<file path="src/rtl/div_func.sv">
// rtl/div_func.sv - iterative restoring divider for DIV/DIVU, one quotient bit per clock
`timescale 1ns/1ps
module div_func #(
  parameter int WIDTH = 32
) (
  input  logic             clock,
  input  logic             reset,
  input  logic             start,
  input  logic             is_signed,
  input  logic [WIDTH-1:0] a,
  input  logic [WIDTH-1:0] b,
  output logic             busy,
  output logic             done,
  output logic [WIDTH-1:0] quotient,
  output logic [WIDTH-1:0] remainder,
  output logic             div_by_zero
);

  typedef enum logic [1:0] {IDLE, RUN, FIXUP, DONE} state_t;

  state_t           state, next_state;
  logic [WIDTH-1:0] divisor, rem, quo;
  logic [4:0]       cnt;
  logic             neg_q, neg_r;
  logic             accept;
  logic [WIDTH-1:0] abs_a, abs_b;
  logic [WIDTH:0]   shifted;
  logic [WIDTH+1:0] trial;

  assign accept = ((state == IDLE) || (state == DONE)) && start;
  assign abs_a  = (is_signed && a[WIDTH-1]) ? -a : a;
  assign abs_b  = (is_signed && b[WIDTH-1]) ? -b : b;

  // quo starts holding the dividend magnitude; its MSB feeds the remainder each step
  assign shifted = {rem, quo[WIDTH-1]};
  assign trial   = {1'b0, shifted} - {2'b00, divisor};

  assign busy = (state == RUN) || (state == FIXUP);
  assign done = (state == DONE);

  always_ff @(posedge clock or posedge reset) begin
    if (reset) state <= IDLE;
    else       state <= next_state;
  end

  always_comb begin
    next_state = state;
    case (state)
      IDLE, DONE: begin
        if (start) next_state = (b == '0) ? DONE : RUN;
        else       next_state = IDLE;
      end
      RUN:     if (cnt == 5'd0) next_state = FIXUP;
      FIXUP:   next_state = DONE;
      default: next_state = IDLE;
    endcase
  end

  always_ff @(posedge clock or posedge reset) begin
    if (reset) begin
      divisor     <= '0;
      rem         <= '0;
      quo         <= '0;
      cnt         <= 5'd0;
      neg_q       <= 1'b0;
      neg_r       <= 1'b0;
      quotient    <= '0;
      remainder   <= '0;
      div_by_zero <= 1'b0;
    end else if (accept) begin
      divisor <= abs_b;
      quo     <= abs_a;
      rem     <= '0;
      cnt     <= 5'd31;
      neg_q   <= is_signed & (a[WIDTH-1] ^ b[WIDTH-1]);
      neg_r   <= is_signed & a[WIDTH-1];
      if (b == '0) begin
        quotient    <= '1;
        remainder   <= a;
        div_by_zero <= 1'b1;
      end
    end else if (state == RUN) begin
      rem <= trial[WIDTH+1] ? shifted[WIDTH-1:0] : trial[WIDTH-1:0];
      quo <= {quo[WIDTH-2:0], ~trial[WIDTH+1]};
      cnt <= cnt - 5'd1;
    end else if (state == FIXUP) begin
      // truncating division: remainder follows the dividend's sign
      quotient    <= neg_q ? -quo : quo;
      remainder   <= neg_r ? -rem : rem;
      div_by_zero <= 1'b0;
    end
  end

endmodule

</file>
<file path="config.mk">
export PLATFORM = sky130hd
export DESIGN_NAME = div_func
export DESIGN_NICKNAME = d
export VERILOG_FILES = /design/src/rtl/div_func.sv
export SDC_FILE = /design/constraint.sdc
export NUM_CORES = 1
export LEC_CHECK = 0
export ABC_AREA = 1
export CORE_MARGIN = 2
export CORE_UTILIZATION = 40
export DETAILED_ROUTE_END_ITERATION = 10
export GPL_TIMING_DRIVEN = 0
export MAX_ROUTING_LAYER = met4
export SYNTH_ARGS = -nofsm -noshare
export SYNTH_HDL_FRONTEND = slang
export SYNTH_SLANG_ARGS = --single-unit
</file>
<file path="constraint.sdc">
create_clock -name clock -period 6.3 [get_ports clock]
set_clock_uncertainty 0.1 [all_clocks]
set_input_delay 1.575 -clock clock [delete_from_list [all_inputs] [get_ports clock]]
set_output_delay 1.575 -clock clock [all_outputs]
set_load 0.05 [all_outputs]
</file>
Word level (Yosys, flattened, before mapping) --
Index checks and enable logic that the tools add are counted. Widths: inputs -> output; s select.
Word-level totals: register bits after elaboration 170, latch bits 0, memory bits (writable) 0, memory bits (read-only) 0, input port bits 68, output and inout bits 67, word-level logic and storage cells 65, memories kept 0
Operators by class: $add $sub $neg 6, $mul 0, div/mod/pow operators 0, $lt $le $gt $ge 0, equal/unequal tests 6, shift operators 0, multiplexer cells 27, bitwise operators 4, reduce and logical (&&, ||, !) cells 12
Operator list (count):
- $mux 32 | 17
- $neg 32->32 | 4
- $sub 33x32->34 | 1
- $logic_not 32->1 | 1
- $mux 5 | 2
- $mux 2 | 3
- $pmux 2 s3 | 1
- $logic_not 5->1 | 1
- $sub 5x1->5 const B | 1
- $eq 2x2->1 const B | 2
- $mux 1 | 4
- $ne 2x1->1 const B | 2
- $reduce_bool 2->1 | 2
- $logic_and 1x1->1 | 3
- $reduce_and 3->1 | 1
- $and 1x1->1 | 2
- $eq 2x1->1 const B | 1
- $logic_not 2->1 | 1
- $logic_or 1x1->1 | 2
- $ne 2x2->1 const B | 1
- $reduce_or 2->1 | 1
- $not 1->1 | 1
- $xor 1x1->1 | 1

Logic depth before layout (Yosys ltp) --
word-level depth 5, mapped depth 17, gate-level depth less buffers 16

Worst setup path after synthesis --
No wires, ideal clock.
path type input to register, start point in b[1], end point reg quotient[15], library setup time 127 ps, arrival 2841 ps, data required time 6073 ps, slack 3232 ps, cell stages on the path 12, path buffers 1, cells stage by stage inv_1 ha_1 nand4_2 nor2_2 nand2_1 nor2_2 nand2_2 nand2_1 nand2_2 clkbuf_1 nand2_1 nand2_1
Between the ends: cells in the longest elaborated chain, start to end 3
RTL lines:
- start: declaration | RTL line 11 | input logic [WIDTH-1:0] b,
- $logic_not 32->1 | RTL line 77 | if (b == '0) begin
- $ne 2x1->1 (no line)
- $reduce_and 3->1 (no line)
- end signal: assignment | RTL line 88 | quotient <= neg_q ? -quo : quo;
- end: declaration | RTL line 14 | output logic [WIDTH-1:0] quotient,
Every way passes these cells. A chain may end at the register's enable or synchronous reset.

Worst setup path in the final report --
start point in start, end point reg remainder[6]
Between the ends: cells in the longest elaborated chain, start to end 3
RTL lines:
- start: declaration | RTL line 8 | input logic start,
- $logic_and 1x1->1 * | RTL line 30 | assign accept = ((state == IDLE) || (state == DONE)) && start;
- $ne 2x1->1 (no line), or another cell as far along
- $reduce_and 3->1 (no line)
- end signal: assignment | RTL line 89 | remainder <= neg_r ? -rem : rem;
- end: declaration | RTL line 15 | output logic [WIDTH-1:0] remainder,
Mark *: on every way between the ends. The rest lies on a longest branch, timed or not.

==> results.md <==
Status:
- The flow ran to the end, and the final reports show no timing, DRC or antenna violations.

Timing:
- The count of final hold-check violations came to 0.
- The tightest hold path in the finished design has a slack of 0.379 ns.
- The post-route setup TNS is 0 ns.
- The final worst-path cycle share is 64.7%.
- Setup violations remaining at the end of the flow were counted as 0.
- The tightest slew margin relative to the limit is 31.3%.
- The top achievable clock speed is 246 MHz.
- The worst-margin pin slew is 1.03 ns.
- Setup repair after global routing left no endpoint under its margin.
- The final number of max-transition violations is 0.
- The final critical delay including setup and external delays is 4.07 ns.

Yosys:
- Among all flip-flop cells after synthesis, the most frequent one is sky130_fd_sc_hd__dfrtp_1.
- The number of flops mapped to enable cells by yosys is 0.
- The post-synthesis net count is 2327.
- The share of cell area taken by muxes after synthesis is 0.0735%.
- The area fraction in and, or, nand and nor cells after synthesis is 40.4%.
- Of all flip-flops after synthesis, the portion carrying an async set or reset was 100%.
- The share of the yosys chip area belonging to registers is 31.2%.
- The share of the synthesized netlist area taken by xor and xnor gates is 2.06%.
- After synthesis, the mean cell area works out to 6.14 µm².
- The synthesized instance count is 2217.
- The cell area that synthesis handed to floorplanning was 13600 µm².
- The Yosys step of the flow raised 0 warnings.
- The synthesized netlist devotes 11.5% of its cell area to compound gates.
- By area, the combinational part of the netlist is dominated by simple AND/OR/NAND/NOR gates.
- The synthesized netlist devotes 3.91% of its cell area to adder and majority cells.
- The distinct cell type count of the synthesized netlist is 45.
- The flip-flop and latch count after synthesis is 170.

Drt:
- The DRC marker count from the first detailed-route iteration is 1865.
- The first detailed-routing pass took 7 iterations.
- The total number of vias is 15266.
- The antenna violation net count after detailed routing is 0.
- After detailed routing, the number of remaining DRC violations is 0.
- The per-cell via count in the routed design is 5.39.
- The average wire length per cell after detail routing is 19.7 µm.
- For this block, the routed nets add up to 55700 µm of wire.

Final layout:
- The net count reported at finish is 2481.
- Leaving out fill and tap cells, the most frequent cells in the layout are 741 x sky130_fd_sc_hd__nand2_1, 301 x sky130_fd_sc_hd__inv_1, 257 x sky130_fd_sc_hd__nand3_1.
- The utilization of the core after routing is 48.1%.
- Compared with the post-synthesis result, the final layout area differs by 18.5%.
- The most common cell after layout, fill and taps aside is sky130_fd_sc_hd__nand2_1.
- After the flow finishes, the layout carries non-filler instances totaling 2832.
- 0 antenna diodes ended up in the layout.
- Cells with a size suffix above 1 make up 2.94% of the layout.

Power and ir drop:
- The total power draw is 9630 µW.
- Dividing total power by cell area gives a power density of 597 nW/µm².
- The maximum resistive drop on vdd is 0.388 mV.
- The leakage component of the power is 0.00821 µW.

Floorplan:
- The row count is 67.
- The die area is 35500 µm².
- The count of pins on the block boundary is 135.
- From left edge to right edge, the die measures 189 µm.
- The initial core utilization is 40.6%.
- The total area inside the core boundary comes to 33500 µm².
- In this run the vertical extent of the chip is 189 µm.

Clock network:
- Buffers inserted to repair hold after CTS numbered 0.
- The cell sitting at the root of the clock tree is a sky130_fd_sc_hd__clkbuf_16.
- The H-tree was split into 4 levels.
- The number of sinks handled by clock tree synthesis is 170.
- The number of setup buffers added after CTS is 0.
- The TritonCTS clock tree is done.
- The later pin in the worst-skew pair is clocked with a latency of 0.46 ns.
- The number of instances resized during post-cts repair is 0.
- The clock buffer count from CTS is 17.
- The clock slew seen by the registers of the worst setup and hold paths is 0.08 ns.
- The clock passes through at most 2 buffers.

Global route:
- The number of global-route vias before repair was 14482.
- The number of antenna violations at the first check in global routing is 0.
- Entering global routing, the biggest net connects 89 pins.
- The global routing usage summed across all routing layers is 32.5%.
- The total congestion overflow after global routing is 0.
- The wire length of the first global-routing pass is 84900 µm.

Critical path:
- By startpoint and endpoint, the worst setup path is classified as input pin to flip-flop.
- The required time at the endpoint of the critical path is 6.55 ns.
- The sort of element at the end of the critical path is a flip-flop.
- The critical path startpoint category is an input pin.
- STA puts the critical path data arrival time at 4.33 ns.
- The highest fanout seen on the critical path is 10.

Placed design:
- The cell total after placement is 2800.
- Buffers placed on the I/O ports in this run total 134.
- The placer's final routability congestion estimate is 0.997.
- The detailed placer's ending HPWL is 45200 µm.

Run:
- The count of max-cap constraint violations is 0.

Min path:
- The tightest min-delay check is of the flip-flop to flip-flop type.
-- cells in the mapped netlist (all sizes together), types with 5 or more instances --
| master | number | area share [%] |
|---|---|---|
| nor2 | 218 | 6.1 |
| o21ai | 149 | 5.5 |
| inv | 303 | 8.4 |
| o211ai | 25 | 1.4 |
| o221ai | 5 | 0.32 |
| buf | 30 | 1.2 |
| nand4 | 33 | 1.6 |
| xnor2 | 14 | 0.90 |
| o31ai | 6 | 0.33 |
| nor3 | 33 | 1.2 |
| nand3b | 14 | 0.77 |
| nand3 | 258 | 9.5 |
| ha | 41 | 3.8 |
| or2 | 6 | 0.28 |
| xor2 | 18 | 1.2 |
| dfrtp | 170 | 31 |
| o21a | 7 | 0.39 |
| a21oi | 70 | 2.7 |
| clkbuf | 45 | 1.2 |
| nand2 | 744 | 21 |
-- final timing paths --
kind | startpoint | to | slack [ns] | cells past startpoint
setup / recovery | start | remainder[6]$_DFFE_PP0P_ | 2.23 | 8
hold / removal | remainder[1]$_DFFE_PP0P_ | remainder[1]$_DFFE_PP0P_ | 0.38 | 2
setup reg to reg | state[0]$_DFFE_PP0P_ | remainder[6]$_DFFE_PP0P_ | 3.07 | 9
hold reg to reg | remainder[1]$_DFFE_PP0P_ | remainder[1]$_DFFE_PP0P_ | 0.38 | 2
max in group asynchronous | reset | divisor[22]$_DFFE_PP0P_ | 3.75 | 3
min in group asynchronous | reset | rem[1]$_DFFE_PP0P_ | 1.50 | 2
-- critical path, stage by stage --
cell and delay [ns]:
sky130_fd_sc_hd__clkdlybuf4s50_1 0.48, sky130_fd_sc_hd__nand2_1 0.13, sky130_fd_sc_hd__inv_2 0.20, sky130_fd_sc_hd__clkbuf_1 0.55
sky130_fd_sc_hd__clkbuf_1 0.83, sky130_fd_sc_hd__o21ai_0 0.28, sky130_fd_sc_hd__nand2_1 0.19, sky130_fd_sc_hd__nand2_1 0.07
-- registers in the layout, indices dropped and copies added, names as in the netlist --
register,cells
quotient,32
div_by_zero,1
neg_r,1
quo,32
cnt,5
state,2
neg_q,1
divisor,32
remainder,32
rem,32
-- cells by family after synthesis --
| logic type | after synthesis |
|---|---|
| AOI/OAI and AO/OA | 278 |
| xor gates and xnor gates | 32 |
| adders and majority gates | 42 |
| muxes | 1 |
| DFF | 170 |
| and+or+nand+nor | 1314 |
| buffers and inverters | 380 |
-- report_power, final --
group | total [µW] | switching [µW] | internal [µW]
logic | 6630 | 4680 | 1960
clock network | 1070 | 506 | 568
registers | 1920 | 350 | 1570
total | 9630 | 5530 | 4090
-- through the flow --
stage | setup WS [ns] | instance area, µm²
3_5_place_dp | 1.90 | 15600
6_report | 2.23 | 16100
5_1_grt | 2.26 | 16100
4_1_cts | 2.39 | 16100
2_1_floorplan | 0.0216 | 13600
3_3_place_gp | -2.49 | 15500
-- per-layer routing --
layer,vias up,part of all wire (%),track usage [%]
li1,7432,-,-
met5,-,0,-
met1,7155,46,45.1
met4,0,2.2,9.22
met2,601,43,48.6
met3,78,8.0,5.66
-- cell type report --
cell class / count / area [µm²]
Sequential cell: 170 / 4250
Inverter: 305 / 1150
Fill cell: 3618 / 17400
Timing Repair Buffer: 135 / 1370
Buffer: 75 / 329
Tap cell: 448 / 561
Clock buffer: 20 / 447
Clock inverter: 12 / 129
Multi-Input combinational cell: 1667 / 7890
(Power assumes the default switching activity.)
